===== config.mk =====
export PLATFORM = sky130hd
export DESIGN_NAME = serial_bus_arbiter_rr
export DESIGN_NICKNAME = d
export VERILOG_FILES = /design/src/rtl/serial_bus_arbiter_rr.sv
export SDC_FILE = /design/constraint.sdc
export NUM_CORES = 1
export LEC_CHECK = 0
export ABC_AREA = 1
export CAP_MARGIN = 40
export CORE_MARGIN = 3
export CORE_UTILIZATION = 55
export CTS_BUF_LIST = sky130_fd_sc_hd__clkbuf_4
export CTS_CLUSTER_DIAMETER = 30
export DETAILED_ROUTE_END_ITERATION = 8
export DONT_BUFFER_PORTS = 1
export GPL_ROUTABILITY_DRIVEN = 1
export MAX_ROUTING_LAYER = met4
export PLACE_DENSITY_LB_ADDON = 0.08
export SKIP_CTS_REPAIR_TIMING = 1
export SLEW_MARGIN = 20
export SYNTH_ARGS = -nofsm -noshare
export SYNTH_HDL_FRONTEND = slang
export SYNTH_SLANG_ARGS = --single-unit

===== constraint.sdc =====
create_clock -name clock -period 3.2 [get_ports clock]
set_input_delay 0.64 -clock clock [delete_from_list [all_inputs] [get_ports clock]]
set_output_delay 0.64 -clock clock [all_outputs]
set_load 0.01 [all_outputs]

===== src/rtl/serial_bus_arbiter_rr.sv =====
// N-master serial bus arbiter with round-robin or fixed priority, latched slave select,
// grant hold until done/abort/timeout and a mandatory turnaround cycle between grants.
module serial_bus_arbiter_rr #(
  parameter int NUM_MASTERS    = 4,
  parameter int SLAVE_LEN      = 2,
  parameter int PRIORITY_MODE  = 0,
  parameter int TIMEOUT_CYCLES = 255,
  localparam int NUM_SLAVES    = 2 ** SLAVE_LEN,
  localparam int MID_LEN       = ($clog2(NUM_MASTERS) > 1) ? $clog2(NUM_MASTERS) : 1,
  localparam int CNT_LEN       = ($clog2(TIMEOUT_CYCLES + 1) > 1) ? $clog2(TIMEOUT_CYCLES + 1) : 1
) (
  input  logic                             clock,
  input  logic                             rst,
  input  logic                             enable,
  input  logic [NUM_MASTERS-1:0]           m_req,
  input  logic [NUM_MASTERS*SLAVE_LEN-1:0] m_slave,
  input  logic [NUM_MASTERS-1:0]           m_done,
  input  logic [NUM_SLAVES-1:0]            s_ready,
  output logic [NUM_MASTERS-1:0]           grant,
  output logic [MID_LEN-1:0]               grant_id,
  output logic [NUM_SLAVES-1:0]            s_sel,
  output logic                             bus_busy,
  output logic [NUM_MASTERS-1:0]           m_busy,
  output logic                             timeout
);

  typedef enum logic [1:0] {IDLE, ADDR, ACTIVE, RELEASE} state_t;

  localparam logic [CNT_LEN-1:0] CNT_LAST =
    CNT_LEN'((TIMEOUT_CYCLES == 0) ? 0 : TIMEOUT_CYCLES - 1);

  state_t                state_q, state_d;
  logic [NUM_MASTERS-1:0] grant_d;
  logic [MID_LEN-1:0]     grant_id_d;
  logic [NUM_SLAVES-1:0]  s_sel_d;
  logic                   timeout_d;
  logic [SLAVE_LEN-1:0]   slave_id_q, slave_id_d;
  logic [CNT_LEN-1:0]     counter_q, counter_d;
  logic [MID_LEN-1:0]     rr_ptr_q, rr_ptr_d;

  logic                   win_found;
  logic [MID_LEN-1:0]     win_id;
  logic [MID_LEN-1:0]     scan_idx;
  int                     scan_full;
  logic                   tmo_hit;
  logic                   go_release;

  logic [SLAVE_LEN-1:0]   slave_of [NUM_MASTERS];

  for (genvar g = 0; g < NUM_MASTERS; g++) begin : g_slave_unpack
    assign slave_of[g] = m_slave[g*SLAVE_LEN +: SLAVE_LEN];
  end

  // Winner search: fixed mode scans from 0, round-robin scans from rr_ptr with wrap.
  always_comb begin
    win_found = 1'b0;
    win_id    = '0;
    scan_full = 0;
    scan_idx  = '0;
    for (int i = 0; i < NUM_MASTERS; i++) begin
      if (PRIORITY_MODE != 0) begin
        scan_full = i;
      end else begin
        scan_full = int'(rr_ptr_q) + i;
        if (scan_full >= NUM_MASTERS) scan_full = scan_full - NUM_MASTERS;
      end
      scan_idx = MID_LEN'(scan_full);
      if (!win_found && m_req[scan_idx]) begin
        win_found = 1'b1;
        win_id    = scan_idx;
      end
    end
  end

  assign tmo_hit  = (TIMEOUT_CYCLES != 0) && (counter_q == CNT_LAST);
  assign bus_busy = (state_q == ADDR) || (state_q == ACTIVE);
  assign m_busy   = m_req & ~grant;

  always_comb begin
    state_d    = state_q;
    grant_d    = grant;
    grant_id_d = grant_id;
    s_sel_d    = s_sel;
    slave_id_d = slave_id_q;
    counter_d  = counter_q;
    rr_ptr_d   = rr_ptr_q;
    timeout_d  = 1'b0;
    go_release = 1'b0;

    case (state_q)
      IDLE: begin
        if (enable && win_found) begin
          state_d    = ADDR;
          grant_d    = {{(NUM_MASTERS-1){1'b0}}, 1'b1} << win_id;
          grant_id_d = win_id;
          slave_id_d = slave_of[win_id];
          s_sel_d    = {{(NUM_SLAVES-1){1'b0}}, 1'b1} << slave_of[win_id];
          counter_d  = '0;
        end
      end
      ADDR: begin
        if (s_ready[slave_id_q]) begin
          state_d = ACTIVE;
        end else if (tmo_hit) begin
          go_release = 1'b1;
          timeout_d  = 1'b1;
        end else begin
          counter_d = counter_q + CNT_LEN'(1);
        end
      end
      ACTIVE: begin
        if (m_done[grant_id] || !m_req[grant_id]) begin
          go_release = 1'b1;
        end else if (tmo_hit) begin
          go_release = 1'b1;
          timeout_d  = 1'b1;
        end else begin
          counter_d = counter_q + CNT_LEN'(1);
        end
      end
      RELEASE: state_d = IDLE;
      default: state_d = IDLE;
    endcase

    // The pointer advances while entering RELEASE, since grant_id is cleared at the same edge.
    if (go_release) begin
      state_d    = RELEASE;
      grant_d    = '0;
      grant_id_d = '0;
      s_sel_d    = '0;
      if (PRIORITY_MODE == 0) begin
        rr_ptr_d = (grant_id == MID_LEN'(NUM_MASTERS - 1)) ? '0 : grant_id + MID_LEN'(1);
      end
    end
  end

  always_ff @(posedge clock or negedge rst) begin
    if (!rst) begin
      state_q    <= IDLE;
      grant      <= '0;
      grant_id   <= '0;
      s_sel      <= '0;
      timeout    <= 1'b0;
      slave_id_q <= '0;
      counter_q  <= '0;
      rr_ptr_q   <= '0;
    end else begin
      state_q    <= state_d;
      grant      <= grant_d;
      grant_id   <= grant_id_d;
      s_sel      <= s_sel_d;
      timeout    <= timeout_d;
      slave_id_q <= slave_id_d;
      counter_q  <= counter_d;
      rr_ptr_q   <= rr_ptr_d;
    end
  end

endmodule


* After elaboration in Yosys (flattened, before gate mapping) *
Cells that the tools add are included.

storage, ports and cells
  flip-flop bits (word level) = 25
  latch bits = 0
  memory bits (writable) = 0
  memory bits (read-only) = 0
  input port bits = 23
  output and inout port bits = 16
  logic and storage cells = 116
  memories = 0

operators by class
  add/subtract/negate cells = 9
  multiply operators = 0
  div/mod/pow operators = 0
  $lt $le $gt $ge = 11
  equal/unequal tests = 10
  shift-type cells = 2
  muxes and demuxes = 54
  bitwise gates (word level) = 3
  reductions and logical operators = 19

operators by type and width
  cell                                                count
  2-to-1 mux 2 bit                                    17
  2-to-1 mux 8 bit                                    4
  2-to-1 mux 4 bit                                    6
  one-hot mux 8 bit (3 select lines)                  1
  < comparator 2 x 3 -> 1 bit, second input constant  6
  2-to-1 mux 1 bit                                    15
  binary-select mux 1 bit (select 2 bit)              7
  >= comparator 3 bit, second input constant          4
  adder 8 x 1 -> 8 bit, second input constant         1
  == test 8 bit, second input constant                1
  left shift 1 x 2 -> 4 bit, first input constant     2
  subtractor 2 x 1 -> 2 bit, second input constant    4
  adder 2 x 2 -> 3 bit, second input constant         2
  == test 2 bit, second input constant                3
  != test 2 bit, second input constant                3
  one-hot mux 2 bit (3 select lines)                  1
  bitwise AND 4 bit                                   1
  binary-select mux 2 bit (select 2 bit)              1
  logical AND 1 bit                                   4
  logical NOT 1 bit                                   4
  NOT 4 bit                                           1
  one-hot mux 1 bit (2 select lines)                  2
  AND reduction 2 bit                                 2
  AND reduction 4 bit                                 1
  other kinds (13)                                    15

* Longest topological paths before layout *
  depth in word-level cells = 22
  mapped depth = 16
  depth with buffers taken out = 16

* Worst setup path after synthesis *
Ideal clock, no wire load.

  kind = input to register
  start point = input port m_req[1]
  end point = register counter_q[2]
  setup time = 133 ps
  arrival = 1730 ps
  required time = 3067 ps
  setup slack = 1337 ps
  stages on the path = 12
  path buffers = 1
  cells stage by stage = inv_1 > nand2_2 > nand3_1 > nand2_2 > nor2_4 > nand3_4 > nand2_4 > nand2_2 > nand2_2 > buf_6 > o21ai_0 > nor3b_2

on the way
  cells in the longest elaborated chain, start to end = 15
  elaborated cells on any way between the ends = 26
  classes of those cells = eq/ne (2); mux (14); reduce/logical (10)

ends and longest elaborated chain
  item                                    line  text
  from (decl)                             15    input logic [NUM_MASTERS-1:0] m_req,
  binary-select mux 1 bit (select 2 bit)  68    if (!win_found && m_req[scan_idx]) begin
  2-to-1 mux 1 bit (implied by the code)  68
  2-to-1 mux 1 bit                        68
  logical NOT 1 bit                       68
  logical AND 1 bit                       68
  2-to-1 mux 1 bit                        68
  logical NOT 1 bit                       68
  logical AND 1 bit                       68
  2-to-1 mux 1 bit                        68
  logical NOT 1 bit                       68
  logical AND 1 bit                       68
  2-to-1 mux 1 bit                        68
  logical AND 1 bit                       92    if (enable && win_found) begin
  != test 2 bit (no line)                 -
  AND reduction 4 bit (no line) *         -
  to (signal assigned)                    154   counter_q <= counter_d;
  to (decl)                               38    logic [CNT_LEN-1:0] counter_q, counter_d;

Every way passes the cells marked *; elsewhere a longest branch is shown, timed or not. The select of a mux whose other input is x is not followed.
A chain may end at the register's enable or synchronous reset.

* Worst setup path after layout *
  start point = register rr_ptr_q[0]
  end point = register counter_q[4]

on the way
  cells in the longest elaborated chain, start to end = 17
  elaborated cells on any way between the ends = 36
  classes of those cells = add/sub (7); order compare (4); eq/ne (1); mux (16); reduce/logical (8)

ends and longest elaborated chain
  item                                                           line  text
  from (decl)                                                    39    logic [MID_LEN-1:0] rr_ptr_q, rr_ptr_d;
  from (signal assigned)                                         155   rr_ptr_q <= rr_ptr_d;
  branches (longest 13 deep; another with adder 2 x 1 -> 3 bit)  -
  2-to-1 mux 1 bit *                                             68
  logical AND 1 bit *                                            92
  != test 2 bit (no line) *                                      -
  AND reduction 4 bit (no line) *                                -

Mark *: on every way between the ends. The select of a mux whose other input is x is not followed.

==> results.cfg <==
[sta]
worstMarginPinSlew_ps = 371
fmax_ghz = 0.468
maxSlewViolCount = 0
rsz0062_at_grt = false
min_period_ps = 2140
setup_viol = 0
hold_viol = 0
finClkSkew_ps = 11.9
finalCritPeriodShare = 0.668
slew_headroom = 0.751
fin_setup_tns_ps = 0

[global_route]
grt_first_pass_wirelength_microns = 6710
antenna_found_initial = 0
grt_max_degree = 26
grt_usage = 0.214
grt_pass1_vias = 1546
overflow = 0

[yosys]
synthCells = 252
synth_compound_area_frac = 0.0911
syn-num-nets = 283
ys_seq_area_frac = 0.350
synth.area.mux_share = 0
ys_types = 27
syn-cell-area_sq_um = 1790
avgSynthCellArea_sq_um = 7.09
yosys.area_share.simple = 0.393
synth_top_family_by_area = simple AND/OR/NAND/NOR gates
ys_ff_latch = 25
synthXorXnorAreaFrac = 0.0147
synthAdderAreaFrac = 0.0561
synth_warnings = 0

[die]
start_util = 0.580
core-area_sq_um = 3080
die_y_microns = 63.0
dieArea_sq_um = 3970
rows = 20
die_w_microns = 63.0
io_pins = 39

[pwr]
power_density_nw_per_um2 = 1040
ir_drop_mv = 0.456
p_total_w = 0.00193
p_leak_nw = 1.00

[detailed_routing]
viasPerCell = 5.29
num_vias = 1581
wl_microns = 3840
antenna_left = 0
drt_pre_antenna_iters = 4
drt_iter0_drc = 90
wire_per_inst_microns = 12.8
drc = 0

[worst_setup_path]
rrSetupSlack_ps = 1060
required_ps = 3440
r2r_end = counter_q[4]$_DFFE_PN0P_
cp.arrival_ps = 2380
worstSetupPathType = reg2reg
reg2regPathDepth = 13
crit_path_end_kind = register
cp_max_fo = 12
reg2reg_from = rr_ptr_q[0]$_DFFE_PN0P_
timing.critical_path.from = rr_ptr_q[0]$_DFFE_PN0P_
cp-start-kind = register

[layout]
layout_commonest_cell = nand2_1
area_growth_syn_to_layout_pct = 4.49
drive_gt1_frac = 0.133
layout_common_cells = nand2_1 (86), inv_1 (32), dfrtp_1 (25)
fin_nets = 287
antennaDiodeCount = 0

[clock_tree]
cts_tree = yes
cts.path.max_buffers = 2
cts_root_buf = clkbuf_4
h-tree-depth = 1
path_clk_slew_ps = 150
cts-buffers-inserted = 3
clock-sinks = 25
clk-insertion-delay-late_ps = 330

[placement]
gp_congestion = 0.878
port_buffers = 0
dp_hpwl_microns = 3010

[flow_run]
max_cap_viol_count = 0

[hold_path]
hold_class = in2async

[run_status]
outcome = finished, final reports clean
==> routing by layer <==
metal  GRT usage  wire, microns  part of all wire  up-vias
met3      0.0288            141             0.037        9
met1       0.247           1650              0.43      735
met2       0.373           1950              0.51       32
met4      0.0882             93             0.024        0
li1            -              -                 -      805
met5           -              0                 0        -
==> cell usage after synthesis, drive strengths merged <==
library cell	number	area [sq um]
ha	8	100
inv	38	143
clkinv	1	3.75
o31ai	5	37.5
o211ai	3	22.5
xor2	1	8.76
nand2	100	425
nor2	15	73.8
nand3	22	133
dfrtp	25	626
nor3b	1	12.5
nor3	4	20.0
buf	2	22.5
xnor2	2	17.5
a21oi	8	43.8
o21ai	11	58.8
nand4	6	37.5
==> worst max-delay path by stage <==
stage	to	slack (ps)	cells after the start
floorplan	counter_q[2]$_DFFE_PN0P_	1340	12
global placement	grant[2]$_DFFE_PN0P_	1130	11
detailed placement	counter_q[4]$_DFFE_PN0P_	1060	13
CTS	counter_q[4]$_DFFE_PN0P_	1060	10
global route	counter_q[4]$_DFFE_PN0P_	790	12
finish	counter_q[4]$_DFFE_PN0P_	1060	13
==> area by class of cell <==
cell class / instances / area, sq um
Multi-Input combinational cell: 186 / 991
Sequential cell: 25 / 626
Timing Repair Buffer: 1 / 20.0
Clock inverter: 1 / 5.00
Inverter: 39 / 146
Clock buffer: 3 / 22.5
Fill cell: 307 / 1210
Tap cell: 44 / 55.1
==> state kept, by name (all words and copies together), names as in the netlist <==
name	cells
rr_ptr_q	2
grant	4
s_sel	4
state_q	2
timeout	1
counter_q	8
grant_id	2
slave_id_q	2
==> logic make-up (layout without fill, tap and decap cells) <==
logic type,Yosys count,after routing
compound gates,27,27
fa+ha+maj,8,8
xor+xnor,3,3
buf+inv,41,44
flops,25,25
simple gates,148,148
==> worst max-delay path, stage by stage (launching register included) <==
cell and delay, ps:
dfrtp_1 570, inv_2 150, nand2_1 130, nand3_1 90, nand2_1 80, inv_1 80
nand3_4 140, nand2_4 60, nand2_2 60, nand2_2 140, nor3_1 340, nand2_1 80
nand2_1 80, nor2_1 50
==> report_power, final <==
part	switching (W)	internal, W	total [W]
Combinational	0.000851	0.000391	0.00124
Clock	0.000100	0.0000470	0.000147
Sequential	0.000125	0.000419	0.000544
==> per-stage QoR <==
stage | area [sq um] | worst slack, ps | std cells | util | hold WS [ps]
after CTS | 1850 | 1060 | 298 | 0.600 | -29.3
after detailed placement | 1820 | 1060 | 294 | 0.591 | 345
after global routing | 1870 | 788 | 299 | 0.606 | 77.2
after global placement | 1820 | 1130 | 294 | 0.591 | 345
final | 1870 | 1060 | 299 | 0.606 | 87.4
after floorplan | 1790 | 1340 | 252 | - | 344
Power figures use the tool's default switching activity.
